==> src/rtl/register_file_pkg.sv <==
// register_file_pkg: shared constants for the MIPS register file and its bench.
//   REG_ZERO            - hardwired-zero register index ($zero)
//   DEF_N / DEF_ADDR_W  - default data and address widths
//   REG_SP / REG_RA     - well-known register indices
package register_file_pkg;
  localparam int REG_ZERO   = 0;
  localparam int DEF_N      = 32;
  localparam int DEF_ADDR_W = 5;
  localparam int REG_SP     = 29;
  localparam int REG_RA     = 31;
endpackage

==> src/rtl/register_file_decoder.sv <==
// write_decoder: binary address to one-hot write strobes.
//   ena    : write enable; all strobes low when deasserted
//   addr   : target entry
//   onehot : per-entry strobe, bit 0 always low so $zero never loads
module write_decoder #(
  parameter int ADDR_W = 5
) (
  input  logic                 ena,
  input  logic [ADDR_W-1:0]    addr,
  output logic [2**ADDR_W-1:0] onehot
);
  always_comb begin
    onehot = '0;
    // addr is only looked at when ena is high, so X on an idle bus is harmless
    if (ena) onehot[addr] = 1'b1;
    onehot[0] = 1'b0;
  end
endmodule

==> src/rtl/register_file_reg.sv <==
// nreg: N-bit register with async active-high clear and load enable.
//   clk, rst : clock, asynchronous clear
//   ena      : load d on rising clk
//   d, q     : data in / stored value
module nreg #(
  parameter int N = 32
) (
  input  logic         clk,
  input  logic         rst,
  input  logic         ena,
  input  logic [N-1:0] d,
  output logic [N-1:0] q
);
  always_ff @(posedge clk or posedge rst)
    if (rst)      q <= '0;
    else if (ena) q <= d;
endmodule

==> src/rtl/register_file.sv <==
// register_file: 2**ADDR_W x N MIPS GPR file, two async read ports, one write port.
//   clk, rst           : clock, asynchronous active-high clear of all entries
//   rd_addr0/rd_data0  : read port 0 (rs), combinational
//   rd_addr1/rd_data1  : read port 1 (rt), combinational
//   wr_ena/wr_addr/wr_data : write-back port, taken on rising clk
// BYPASS=1 forwards a same-cycle write to matching read ports.
module register_file
  import register_file_pkg::*;
#(
  parameter int N      = DEF_N,
  parameter int ADDR_W = DEF_ADDR_W,
  parameter bit BYPASS = 1'b0
) (
  input  logic              clk,
  input  logic              rst,
  input  logic [ADDR_W-1:0] rd_addr0,
  input  logic [ADDR_W-1:0] rd_addr1,
  output logic [N-1:0]      rd_data0,
  output logic [N-1:0]      rd_data1,
  input  logic              wr_ena,
  input  logic [ADDR_W-1:0] wr_addr,
  input  logic [N-1:0]      wr_data
);
  localparam int NE = 2**ADDR_W;

  logic [NE-1:0]         we;
  logic [NE-1:0][N-1:0]  q;
  logic [1:0][ADDR_W-1:0] ra;
  logic [1:0][N-1:0]     rd;

  write_decoder #(.ADDR_W(ADDR_W)) u_dec (
    .ena    (wr_ena),
    .addr   (wr_addr),
    .onehot (we)
  );

  // $zero has no storage
  assign q[0] = '0;

  generate
    for (genvar i = 1; i < NE; i++) begin : g_ent
      nreg #(.N(N)) u_reg (
        .clk (clk),
        .rst (rst),
        .ena (we[i]),
        .d   (wr_data),
        .q   (q[i])
      );
    end
  endgenerate

  assign ra = {rd_addr1, rd_addr0};

  // Read resolution, highest priority last: stored -> bypass -> $zero -> reset.
  // we[] is already gated by wr_ena and clear at bit 0, so we[ra] is the bypass hit.
  generate
    for (genvar p = 0; p < 2; p++) begin : g_rd
      always_comb begin
        rd[p] = q[ra[p]];
        if (BYPASS && we[ra[p]])                rd[p] = wr_data;
        if (ra[p] == ADDR_W'(REG_ZERO))         rd[p] = '0;
        if (rst)                                rd[p] = '0;
      end
    end
  endgenerate

  assign rd_data0 = rd[0];
  assign rd_data1 = rd[1];
endmodule

==> config.mk <==
export PLATFORM = sky130hd
export DESIGN_NAME = register_file
export DESIGN_NICKNAME = d
export VERILOG_FILES = /design/src/rtl/register_file_pkg.sv /design/src/rtl/register_file_decoder.sv /design/src/rtl/register_file_reg.sv /design/src/rtl/register_file.sv
export SDC_FILE = /design/constraint.sdc
export NUM_CORES = 2
export LEC_CHECK = 0
export CAP_MARGIN = 5
export CORE_ASPECT_RATIO = 1.75
export CORE_MARGIN = 2
export CORE_UTILIZATION = 60
export DETAILED_ROUTE_END_ITERATION = 10
export DONT_BUFFER_PORTS = 1
export PLACE_DENSITY_LB_ADDON = 0.3
export SYNTH_ARGS = -nofsm -noshare
export SYNTH_HDL_FRONTEND = slang
export SYNTH_SLANG_ARGS = --single-unit
==> constraint.sdc <==
create_clock -name clk -period 117.5 [get_ports clk]
set_clock_uncertainty 0.2 [all_clocks]
set_input_delay 35.25 -clock clk [delete_from_list [all_inputs] [get_ports clk]]
set_output_delay 35.25 -clock clk [all_outputs]
set_load 0.05 [all_outputs]
==> results.md <==
- Layout cells sized above 1: 0.577
- Critical path buffers and inverters: 1
- Routed WL: ~160 mm
- Hold_buf cts: 0
- GPL Wtd Cong: roughly 0.8
- CTS tree: built
- Status: completed
- Max reg flops: around 990
- Antenna viol nets, final: 0
- Gr ovfl total: 0
- # H-tree levels: 3
- Cell chain of the critical path: nor2b_4 -> buf_4 -> a22o_1 -> mux4_2 -> mux2i_1 -> nor2_1
- Synth cell types: 37
- CP Launch Point: rd_addr1[1]
- NumNets Final: 3275
- Critical Path Max Stage Delay: about 880 ps
- Die height: between 300 and 400 µm
- CP endpoint kind: primary output
- Top Family by Delay on Critical Path: simple AND/OR/NAND/NOR gates
- Rows: 144
- RSZ-0062 raised after global routing: false
- Drt first pass iters: 7
- Max IR drop VDD: 0.0138 mV
- Area of the multi-input gates: about 0.027 mm²
- Worst Setup Start Kind: input pin
- Yosys top cell area share: 0.466
- TritonCTS Sinks: approximately 1000
- Post-Layout Cell Count: around 4500
- Clk Latency, worst-skew pair: about 690 ps
- Total negative slack: 0 ps
- Longest Clk Path Bufs: 3
- Hold Crit Class: reg2reg
- Yosys top cell by area: dfrtp_1
- Leak Pwr: 24.1 nW
- Gates resized, CTS repair: 0
- Total GRT Usage: 0.356
- First DRT Iteration DRCs: around 3700
- Syn avg cell area: 15.6 µm²
- Initial Utilization: 0.605
- Max-slew headroom at the worst pin: 0.152
- Area contributors post-synth: dfrtp_1 (47%), mux2_2 (23%), mux4_2 (22%)
- Largest regs: g_ent.u_reg.q (992)
- Vias per std cell: ~7.4
- Finished Cell Area: approximately 0.057 mm²
- Worst-path maximum fanout: about 150
- Largest net degree at the start of global routing: 259
- Critical path class: in2out
- Vias: around 33000
- Total I/O pin count: 114
- Post-CTS Setup Inserts: 0
- CP Data Required Time: 82050 ps
- Final Hold Vio Count: 0
- CP max-delay cell: nor2_1
- Ys Warns: 0
- HP Start: g_ent[6].u_reg.q[1]$_DFFE_PP0P_
- Largest register by flop count: g_ent.u_reg.q
- CTS buffer count: between 90 and 100
- Dpl cells: 4300
- Worst R2R Start: g_ent[2].u_reg.q[6]$_DFFE_PP0P_
- Wire per inst: between 30 and 40 µm
- Synth Register Bits: a little under 1000
- Final Slew Violations: 0
- Register Area: 0.0248 mm²
- DP HPWL: between 80 and 90 mm
- Port Buffers: 0
- Commonest non-fill, non-tap cell in the layout: mux2_2
- Seq/Total Area, Yosys: 0.466
- Syn nets: 3469
- CTS Root Cell: clkbuf_16
- Crit path time final: 73650 ps
- Core ar.: about 0.088 mm²
- Commonest non-fill, non-tap cells in the layout: mux2_2 (1107), dfrtp_1 (992), mux4_2 (515), clkbuf_16 (94), buf_4 (73)
- Period utilisation layout: 0.627
- Power Density: ~17 mW/mm²
- Worst endpoint data arrival time: 38200 ps
- Synthesis-to-finish area growth: 7.11%
- Vias in the first global route: approximately 36000
- Worst Max-Slew Pin Slew: 1270 ps
- Cell Area, Synth: between 0.05 and 0.06 mm²
- Max-cap viol count: 0
- Clk slew on worst S/H paths: about 70 ps
- Die Area: 0.0912 mm²
- Global-route wire length before repair: around 240 mm
- Die W: about 230 µm
- Initial antenna violation count: 2
- Final setup vio count: 0
- Max frequency: around 0.014 GHz
- Cell Area, Placed: 0.0538 mm²
- Syn Inst Count: between 3000 and 4000
- Residual DRC count: 0
- Fillers: 6204
[final timing paths]
path	to	slack, ps	cells past startpoint
max reg2reg	g_ent[2].u_reg.q[6]$_DFFE_PP0P_	116460	1
min reg2reg	g_ent[6].u_reg.q[1]$_DFFE_PP0P_	320	1
min in group asynchronous	g_ent[29].u_reg.q[0]$_DFFE_PP0P_	34280	1
max in group asynchronous	g_ent[14].u_reg.q[25]$_DFFE_PP0P_	78870	5
min	g_ent[6].u_reg.q[1]$_DFFE_PP0P_	320	1
max	rd_data1[1]	43850	6
[cells by family after synthesis]
| group | share of synthesized area |
|---|---|
| buf+inv | 0.0327 |
| simple gates | 0.0203 |
| mux | 0.457 |
| flops | 0.466 |
| compound gates | 0.0235 |
[metal layers]
layer / track usage / part of all wire
met4: 0.215 / 0.071
met3: 0.0868 / 0.095
met2: 0.573 / 0.49
met1: 0.440 / 0.35
met5: 0 / 0
[through the flow]
stage / hold slack [ps] / setup WS (ps) / power [W] / util
6_report: 323 / 43850 / 0.000974 / 0.648
5_1_grt: 338 / 44000 / 0.00101 / 0.648
4_1_cts: 325 / 44100 / 0.000975 / 0.648
3_5_place_dp: 310 / 44090 / 0.000663 / 0.612
3_3_place_gp: 299 / 44040 / 0.000644 / 0.612
2_1_floorplan: 291 / 21340 / 0.000624 / -
[final cells by class]
cell class | count | area share
timing repair buffer | 80 | 0.0112
sequential | 992 | 0.435
antenna | 1 | 0.0000439
clock inverter | 33 | 0.00718
inverter | 3 | 0.000329
tap | 1168 | 0.0256
multi-input combinational | 2057 | 0.472
clock buffer | 136 | 0.0482
[cell usage after synthesis (all sizes together)]
master      n
and2        3
dfrtp     992
nor2       58
nand2      60
a311oi      1
o21ai      39
nor3b       4
a22o       14
mux2i      26
a31oi       1
nand3       2
buf       208
nor2b      40
and3        1
a22oi       1
a21oi      42
nor3       52
o31ai       2
or2         1
nand2b      1
a21o        1
and3b       1
a2111oi     9
nand3b      4
inv         3
mux4      515
mux2     1107
a221oi     49
clkbuf    159
a221o       1
or3b        1
a211oi     21
[power breakdown]
group / internal, W / total, W / switching (W)
sequential: 0.000409 / 0.000458 / 0.0000493
combinational: 0.000127 / 0.000200 / 0.0000729
clock: 0.000180 / 0.000316 / 0.000136
Note: power is estimated with default switching activity, not from simulation.
